**config.mk**
```make
export PLATFORM = sky130hd
export DESIGN_NAME = exe_mem_stage
export DESIGN_NICKNAME = d
export VERILOG_FILES = /design/src/rtl/exe_mem_stage.sv
export SDC_FILE = /design/constraint.sdc
export NUM_CORES = 1
export LEC_CHECK = 0
export BUFFER_PORTS_ARGS = -buffer_cell sky130_fd_sc_hd__buf_2
export CAP_MARGIN = 40
export CORE_MARGIN = 3
export CORE_UTILIZATION = 45
export DETAILED_ROUTE_END_ITERATION = 16
export PLACE_DENSITY = 0.66
export SLEW_MARGIN = 15
export SYNTH_ARGS = -nofsm -noshare
export SYNTH_HDL_FRONTEND = slang
export SYNTH_SLANG_ARGS = --single-unit
```
**constraint.sdc**
```tcl
create_clock -name clk -period 7.1 [get_ports clk]
set_clock_uncertainty 0.2 [all_clocks]
set_input_delay 1.065 -clock clk [delete_from_list [all_inputs] [get_ports clk]]
set_output_delay 1.065 -clock clk [all_outputs]
set_load 0.1 [all_outputs]
```
**src/rtl/exe_mem_stage.sv**
```systemverilog
// exe_mem_stage: execute / memory pipeline stage.
// Accepts one decoded instruction per cycle while idle. ALU, branch and jump
// results appear one cycle after acceptance. Loads and stores hold a memory
// request open until mem_ack, and no new instruction is accepted meanwhile.
module exe_mem_stage #(
    parameter int XLEN = 32,
    parameter int RA_W = 5
) (
    input  logic            clk,
    input  logic            rst,        // asynchronous, active-low
    input  logic            in_valid,
    output logic            in_ready,
    input  logic [4:0]      optype,
    input  logic [XLEN-1:0] rs1_data,
    input  logic [XLEN-1:0] rs2_data,
    input  logic [XLEN-1:0] imm,
    input  logic [XLEN-1:0] pc,
    input  logic [RA_W-1:0] rd,
    output logic            mem_req,
    output logic            mem_we,
    output logic [XLEN-1:0] mem_addr,
    output logic [XLEN-1:0] mem_wdata,
    input  logic [XLEN-1:0] mem_rdata,
    input  logic            mem_ack,
    output logic            out_valid,
    output logic            out_we,
    output logic [RA_W-1:0] out_rd,
    output logic [XLEN-1:0] out_data,
    output logic            jmp_en,
    output logic [XLEN-1:0] jmp_addr,
    output logic            flush
);

    localparam int SH_W = $clog2(XLEN);

    localparam logic [4:0] OP_ADD   = 5'd0;
    localparam logic [4:0] OP_SUB   = 5'd1;
    localparam logic [4:0] OP_AND   = 5'd2;
    localparam logic [4:0] OP_OR    = 5'd3;
    localparam logic [4:0] OP_XOR   = 5'd4;
    localparam logic [4:0] OP_SLL   = 5'd5;
    localparam logic [4:0] OP_SRL   = 5'd6;
    localparam logic [4:0] OP_SRA   = 5'd7;
    localparam logic [4:0] OP_SLT   = 5'd8;
    localparam logic [4:0] OP_SLTU  = 5'd9;
    localparam logic [4:0] OP_ADDI  = 5'd10;
    localparam logic [4:0] OP_LOAD  = 5'd11;
    localparam logic [4:0] OP_STORE = 5'd12;
    localparam logic [4:0] OP_BEQ   = 5'd13;
    localparam logic [4:0] OP_BNE   = 5'd14;
    localparam logic [4:0] OP_JAL   = 5'd15;

    typedef enum logic [0:0] {
        ST_IDLE = 1'b0,
        ST_MEM  = 1'b1
    } state_t;

    state_t state_reg, state_next;

    // Registered outputs and their next-state values
    logic            mem_req_reg,   mem_req_next;
    logic            mem_we_reg,    mem_we_next;
    logic [XLEN-1:0] mem_addr_reg,  mem_addr_next;
    logic [XLEN-1:0] mem_wdata_reg, mem_wdata_next;
    logic            out_valid_reg, out_valid_next;
    logic            out_we_reg,    out_we_next;
    logic [RA_W-1:0] out_rd_reg,    out_rd_next;
    logic [XLEN-1:0] out_data_reg,  out_data_next;
    logic            jmp_en_reg,    jmp_en_next;
    logic [XLEN-1:0] jmp_addr_reg,  jmp_addr_next;
    logic            flush_reg,     flush_next;

    // Bookkeeping for the outstanding memory operation
    logic            pend_load_reg, pend_load_next;
    logic [RA_W-1:0] pend_rd_reg,   pend_rd_next;

    logic            accept;
    logic [XLEN-1:0] alu_result;
    logic [SH_W-1:0] shamt;
    logic            lt_signed;
    logic            lt_unsigned;
    logic [XLEN-1:0] target_addr;
    logic [XLEN-1:0] eff_addr;
    logic [XLEN-1:0] link_addr;

    assign in_ready    = (state_reg == ST_IDLE);
    assign accept      = in_valid & in_ready;
    assign shamt       = rs2_data[SH_W-1:0];
    assign lt_signed   = $signed(rs1_data) < $signed(rs2_data);
    assign lt_unsigned = rs1_data < rs2_data;
    assign target_addr = pc + imm;
    assign eff_addr    = rs1_data + imm;
    assign link_addr   = pc + XLEN'(4);

    // ALU datapath for opcodes 0..10; unused opcodes yield zero
    always_comb begin
        alu_result = '0;
        case (optype)
            OP_ADD:  alu_result = rs1_data + rs2_data;
            OP_SUB:  alu_result = rs1_data - rs2_data;
            OP_AND:  alu_result = rs1_data & rs2_data;
            OP_OR:   alu_result = rs1_data | rs2_data;
            OP_XOR:  alu_result = rs1_data ^ rs2_data;
            OP_SLL:  alu_result = rs1_data << shamt;
            OP_SRL:  alu_result = rs1_data >> shamt;
            OP_SRA:  alu_result = $unsigned($signed(rs1_data) >>> shamt);
            OP_SLT:  alu_result = {{(XLEN-1){1'b0}}, lt_signed};
            OP_SLTU: alu_result = {{(XLEN-1){1'b0}}, lt_unsigned};
            OP_ADDI: alu_result = rs1_data + imm;
            default: alu_result = '0;
        endcase
    end

    // Next-state and output logic: pulses default low, data outputs hold
    always_comb begin
        state_next     = state_reg;
        mem_req_next   = mem_req_reg;
        mem_we_next    = mem_we_reg;
        mem_addr_next  = mem_addr_reg;
        mem_wdata_next = mem_wdata_reg;
        out_valid_next = 1'b0;
        out_we_next    = 1'b0;
        out_rd_next    = out_rd_reg;
        out_data_next  = out_data_reg;
        jmp_en_next    = 1'b0;
        flush_next     = 1'b0;
        jmp_addr_next  = jmp_addr_reg;
        pend_load_next = pend_load_reg;
        pend_rd_next   = pend_rd_reg;

        case (state_reg)
            ST_IDLE: begin
                if (accept) begin
                    case (optype)
                        OP_ADD, OP_SUB, OP_AND, OP_OR, OP_XOR, OP_SLL,
                        OP_SRL, OP_SRA, OP_SLT, OP_SLTU, OP_ADDI: begin
                            out_valid_next = 1'b1;
                            out_we_next    = (rd != '0);
                            out_rd_next    = rd;
                            out_data_next  = alu_result;
                        end
                        OP_LOAD, OP_STORE: begin
                            state_next     = ST_MEM;
                            mem_req_next   = 1'b1;
                            mem_we_next    = (optype == OP_STORE);
                            mem_addr_next  = eff_addr;
                            if (optype == OP_STORE) begin
                                mem_wdata_next = rs2_data;
                            end
                            pend_load_next = (optype == OP_LOAD);
                            pend_rd_next   = rd;
                        end
                        OP_BEQ, OP_BNE: begin
                            // Only a taken branch redirects fetch
                            if ((rs1_data == rs2_data) == (optype == OP_BEQ)) begin
                                jmp_en_next   = 1'b1;
                                flush_next    = 1'b1;
                                jmp_addr_next = target_addr;
                            end
                        end
                        OP_JAL: begin
                            jmp_en_next    = 1'b1;
                            flush_next     = 1'b1;
                            jmp_addr_next  = target_addr;
                            out_valid_next = 1'b1;
                            out_we_next    = (rd != '0);
                            out_rd_next    = rd;
                            out_data_next  = link_addr;
                        end
                        default: begin
                            // NOP: consumed without any visible effect
                        end
                    endcase
                end
            end
            ST_MEM: begin
                // Request stays frozen until the ack is sampled
                if (mem_ack) begin
                    state_next     = ST_IDLE;
                    mem_req_next   = 1'b0;
                    mem_we_next    = 1'b0;
                    pend_load_next = 1'b0;
                    if (pend_load_reg) begin
                        out_valid_next = 1'b1;
                        out_we_next    = (pend_rd_reg != '0);
                        out_rd_next    = pend_rd_reg;
                        out_data_next  = mem_rdata;
                    end
                end
            end
            default: begin
                state_next = ST_IDLE;
            end
        endcase
    end

    // FSM state register; reset abandons any outstanding memory request
    always_ff @(posedge clk or negedge rst) begin
        if (!rst) begin
            state_reg <= ST_IDLE;
        end else begin
            state_reg <= state_next;
        end
    end

    // Output and pending-operation registers
    always_ff @(posedge clk or negedge rst) begin
        if (!rst) begin
            mem_req_reg   <= 1'b0;
            mem_we_reg    <= 1'b0;
            mem_addr_reg  <= '0;
            mem_wdata_reg <= '0;
            out_valid_reg <= 1'b0;
            out_we_reg    <= 1'b0;
            out_rd_reg    <= '0;
            out_data_reg  <= '0;
            jmp_en_reg    <= 1'b0;
            jmp_addr_reg  <= '0;
            flush_reg     <= 1'b0;
            pend_load_reg <= 1'b0;
            pend_rd_reg   <= '0;
        end else begin
            mem_req_reg   <= mem_req_next;
            mem_we_reg    <= mem_we_next;
            mem_addr_reg  <= mem_addr_next;
            mem_wdata_reg <= mem_wdata_next;
            out_valid_reg <= out_valid_next;
            out_we_reg    <= out_we_next;
            out_rd_reg    <= out_rd_next;
            out_data_reg  <= out_data_next;
            jmp_en_reg    <= jmp_en_next;
            jmp_addr_reg  <= jmp_addr_next;
            flush_reg     <= flush_next;
            pend_load_reg <= pend_load_next;
            pend_rd_reg   <= pend_rd_next;
        end
    end

    assign mem_req   = mem_req_reg;
    assign mem_we    = mem_we_reg;
    assign mem_addr  = mem_addr_reg;
    assign mem_wdata = mem_wdata_reg;
    assign out_valid = out_valid_reg;
    assign out_we    = out_we_reg;
    assign out_rd    = out_rd_reg;
    assign out_data  = out_data_reg;
    assign jmp_en    = jmp_en_reg;
    assign jmp_addr  = jmp_addr_reg;
    assign flush     = flush_reg;

endmodule

```
==> metrics.md <==
| Metric | Value |
|---|---|
| Outcome | complete, no violations |
| Final Power | around 5.4 mW |
| Slew Limit Fails | 0 |
| Htree depth | 4 |
| Critical Path Start Type | input port |
| Row Count | between 70 and 80 |
| Sequential fraction of the synthesis area | 19.6% |
| ANT nets after route | 0 |
| Layout area overhead | 13.5% |
| Initial antenna violation count | 4 |
| First-pass DRT Iterations | 6 |
| Setup Viol. Count Final | 0 |
| Clock buffer depth | 2 |
| Cell Chain, Critical Path | buf_2, buf_12, inv_2, ha_1, nor4_1, nand2_1, nand4_1, a211o_1, a32oi_1, xnor2_1, a221oi_1, o21ai_0 |
| Port bufs | approximately 310 |
| Initial core utilization | 46.1% |
| Worst endpoint required time | 7.25 ns |
| Number of distinct library cells after synthesis | 89 |
| CTS tree | built |
| Vias in the first global route | between 20000 and 25000 |
| Post-Route Setup TNS | 0 ns |
| Critical Path Sink Type | flop |
| TritonCTS Buffers | 17 |
| Synthesized Nets | roughly 2800 |
| Post-synthesis mux area share | slightly below 10% |
| Crit path kind | in -> reg |
| Post-layout utilization of the core | 52.4% |
| YS warnings | 0 |
| Die width | about 210 um |
| GPL Wtd Cong | a little over 1 |
| DRC violations left | 0 |
| Detailed placer's ending HPWL | 72.1 mm |
| Layout cells sized above 1 | 18.7% |
| Pwr dens | about 260 nW/um2 |
| GRT Total Usage | 40.4% |
| # clock sinks | between 100 and 150 |
| Total placed cells including tap cells | 3150 |
| Final setup margin | between 2 and 2.5 ns |
| Hold Path Class | in -> async |
| Worst rel slew slack | 27.6% |
| Chip height | approximately 210 um |
| Final net count | ~3000 |
| Number of flops mapped to enable cells by yosys | 0 |
| IO Count | 314 |
| Final Hold Vio Count | 0 |
| Clk slew on worst S/H paths | approximately 0.070 ns |
| Synth Area in XOR/XNOR | under 10% |
| Final Hold Slack | roughly 0.13 ns |
| Non-filler cells, final | between 3000 and 4000 |
| FFs w/ async S/R, synth | 100% |
| Complex-gate fraction of the synthesized area | 27.2% |
| CP max stage delay | between 0.8 and 0.9 ns |
| WL/cell | roughly 29 um |
| Via count | roughly 21000 |
| Die area | around 44000 um2 |
| Leakage power | 9.67 nW |
| Tightest Pin Transition | about 1.1 ns |
| DP Area | between 20000 and 25000 um2 |
| Via density | roughly 6.6 |
| Worst slack, placed | about 1.6 ns |
| Avg Cell Area, Syn | between 7 and 8 um2 |
| Netlist area before placement | 18500 um2 |
| Share of the cycle needed by the critical path after routing | between 60% and 70% |
| RSZ-0062 raised after global routing | false |
| Seq cells post-synth | 145 |
| First-pass GRT wire length | ~130 mm |
| Adder-Cell Fraction of Synth Area | about an eighth |
| Largest net degree at the start of global routing | a little over 80 |
| Congestion Overflow GR | 0 |
| Mapped Cells | approximately 2400 |
| Max Cap Viol | 0 |
| VDD IR max | approximately 280 uV |
| Skew-Pair Late Insertion Delay | 0.50 ns |
| Post-CTS Hold Fix Bufs | 0 |
| Min Tclk post-route | approximately 4.8 ns |
| Largest family of logic cells by synthesized area | compound AO/OA/AOI/OAI gates |
| Number of post-CTS setup repair buffers | 0 |
| WL final | ~91 mm |
| Synth Area in Simple Gates | about 20% |
| CTS root buf | clkbuf_16 |
| Filler Cell Count | 3927 |
| FMAX | 208 MHz |
| Fin area | ~21000 um2 |
| Critical path arrival | between 4 and 5 ns |
| Starting DRT DRC Count | roughly 2700 |
| Main flop type after synthesis | dfrtp_1 |
| Core area | 40200 um2 |
| # resized after CTS | 0 |
| CP max stage cell | nor4_1 |
| CP max FO | 39 |
layer usage:
layer	GRT usage [%]	up-vias	part of all wire, %
li1	-	9343	-
met1	52.4	10100	40
met4	21.2	0	5.9
met2	63.6	1256	45
met3	8.53	235	9.4
met5	0	-	0
placed cells by master (no fill, tap or decap), types with 23 or more instances in the layout:
cell type / count
o21ai_0: 247
mux2_2: 36
a221oi_1: 29
a21oi_1: 173
a21o_1: 43
ha_1: 167
nor3_1: 65
nand4_1: 33
a31oi_1: 23
xor2_1: 43
mux2i_1: 74
inv_1: 112
buf_2: 313
mux4_2: 30
o211ai_1: 30
nand3_1: 53
nand2_1: 306
xnor2_1: 70
a211oi_1: 46
nor2_1: 206
dfrtp_1: 145
buf_4: 33
power breakdown:
part           internal, mW  switching [mW]
combinational         0.678            2.63
sequential             1.04           0.134
clock                 0.493           0.450
total                  2.21            3.21
final timing paths:
check | cells after the start | from | end | slack [ns]
max reg2reg | 13 | state_reg | out_data[30] | 3.14
max | 12 | rs2_data[2] | out_data[15] | 2.29
min in group clk | 2 | mem_wdata[25] | mem_wdata[25] | 0.27
min reg2reg | 2 | mem_wdata[25] | mem_wdata[25] | 0.27
max in group asynchronous | 4 | rst | mem_addr[0] | 5.42
min | 1 | rst | jmp_addr[27] | 0.13
synth_stat cells (all sizes together), types with 32 or more instances:
| master | n | area, um2 |
|---|---|---|
| o21ai | 252 | 1260 |
| nand3 | 53 | 265 |
| nand4 | 33 | 206 |
| mux2 | 36 | 405 |
| mux2i | 74 | 741 |
| a21oi | 175 | 883 |
| nor3 | 67 | 340 |
| ha | 167 | 2090 |
| xor2 | 43 | 377 |
| dfrtp | 145 | 3630 |
| clkbuf | 100 | 377 |
| a211oi | 46 | 345 |
| nand2 | 306 | 1150 |
| buf | 64 | 412 |
| a221oi | 32 | 310 |
| a21o | 44 | 332 |
| xnor2 | 70 | 613 |
| inv | 115 | 432 |
| nor2 | 208 | 781 |
kinds of logic after synthesis:
logic type	after synthesis
fa+ha+maj	171
xor+xnor	113
simple gates	799
buf+inv	282
flops	145
mux	140
compound gates	783
worst max-delay path, delay by kind of cell:
kind,cells,cell delay [ns]
AO/OA/AOI/OAI,4,1.56
XOR/XNOR,1,0.31
adder cells (fa/ha/maj),1,0.39
buffers and inverters,3,0.44
AND/OR/NAND/NOR,3,1.18
final cells by class:
type                    instances  area, um2  share of cell area, %
repair buffers                359       2020                   9.60
clock inverters                14        145                  0.690
diodes                          1       2.50                 0.0119
flip-flops and latches        145       3630                   17.2
multi-input cells            2006      13700                   65.2
inverters                     118        443                   2.11
clock buffers                  18        429                   2.04
well taps                     525        657                   3.12
(Power assumes the default switching activity.)
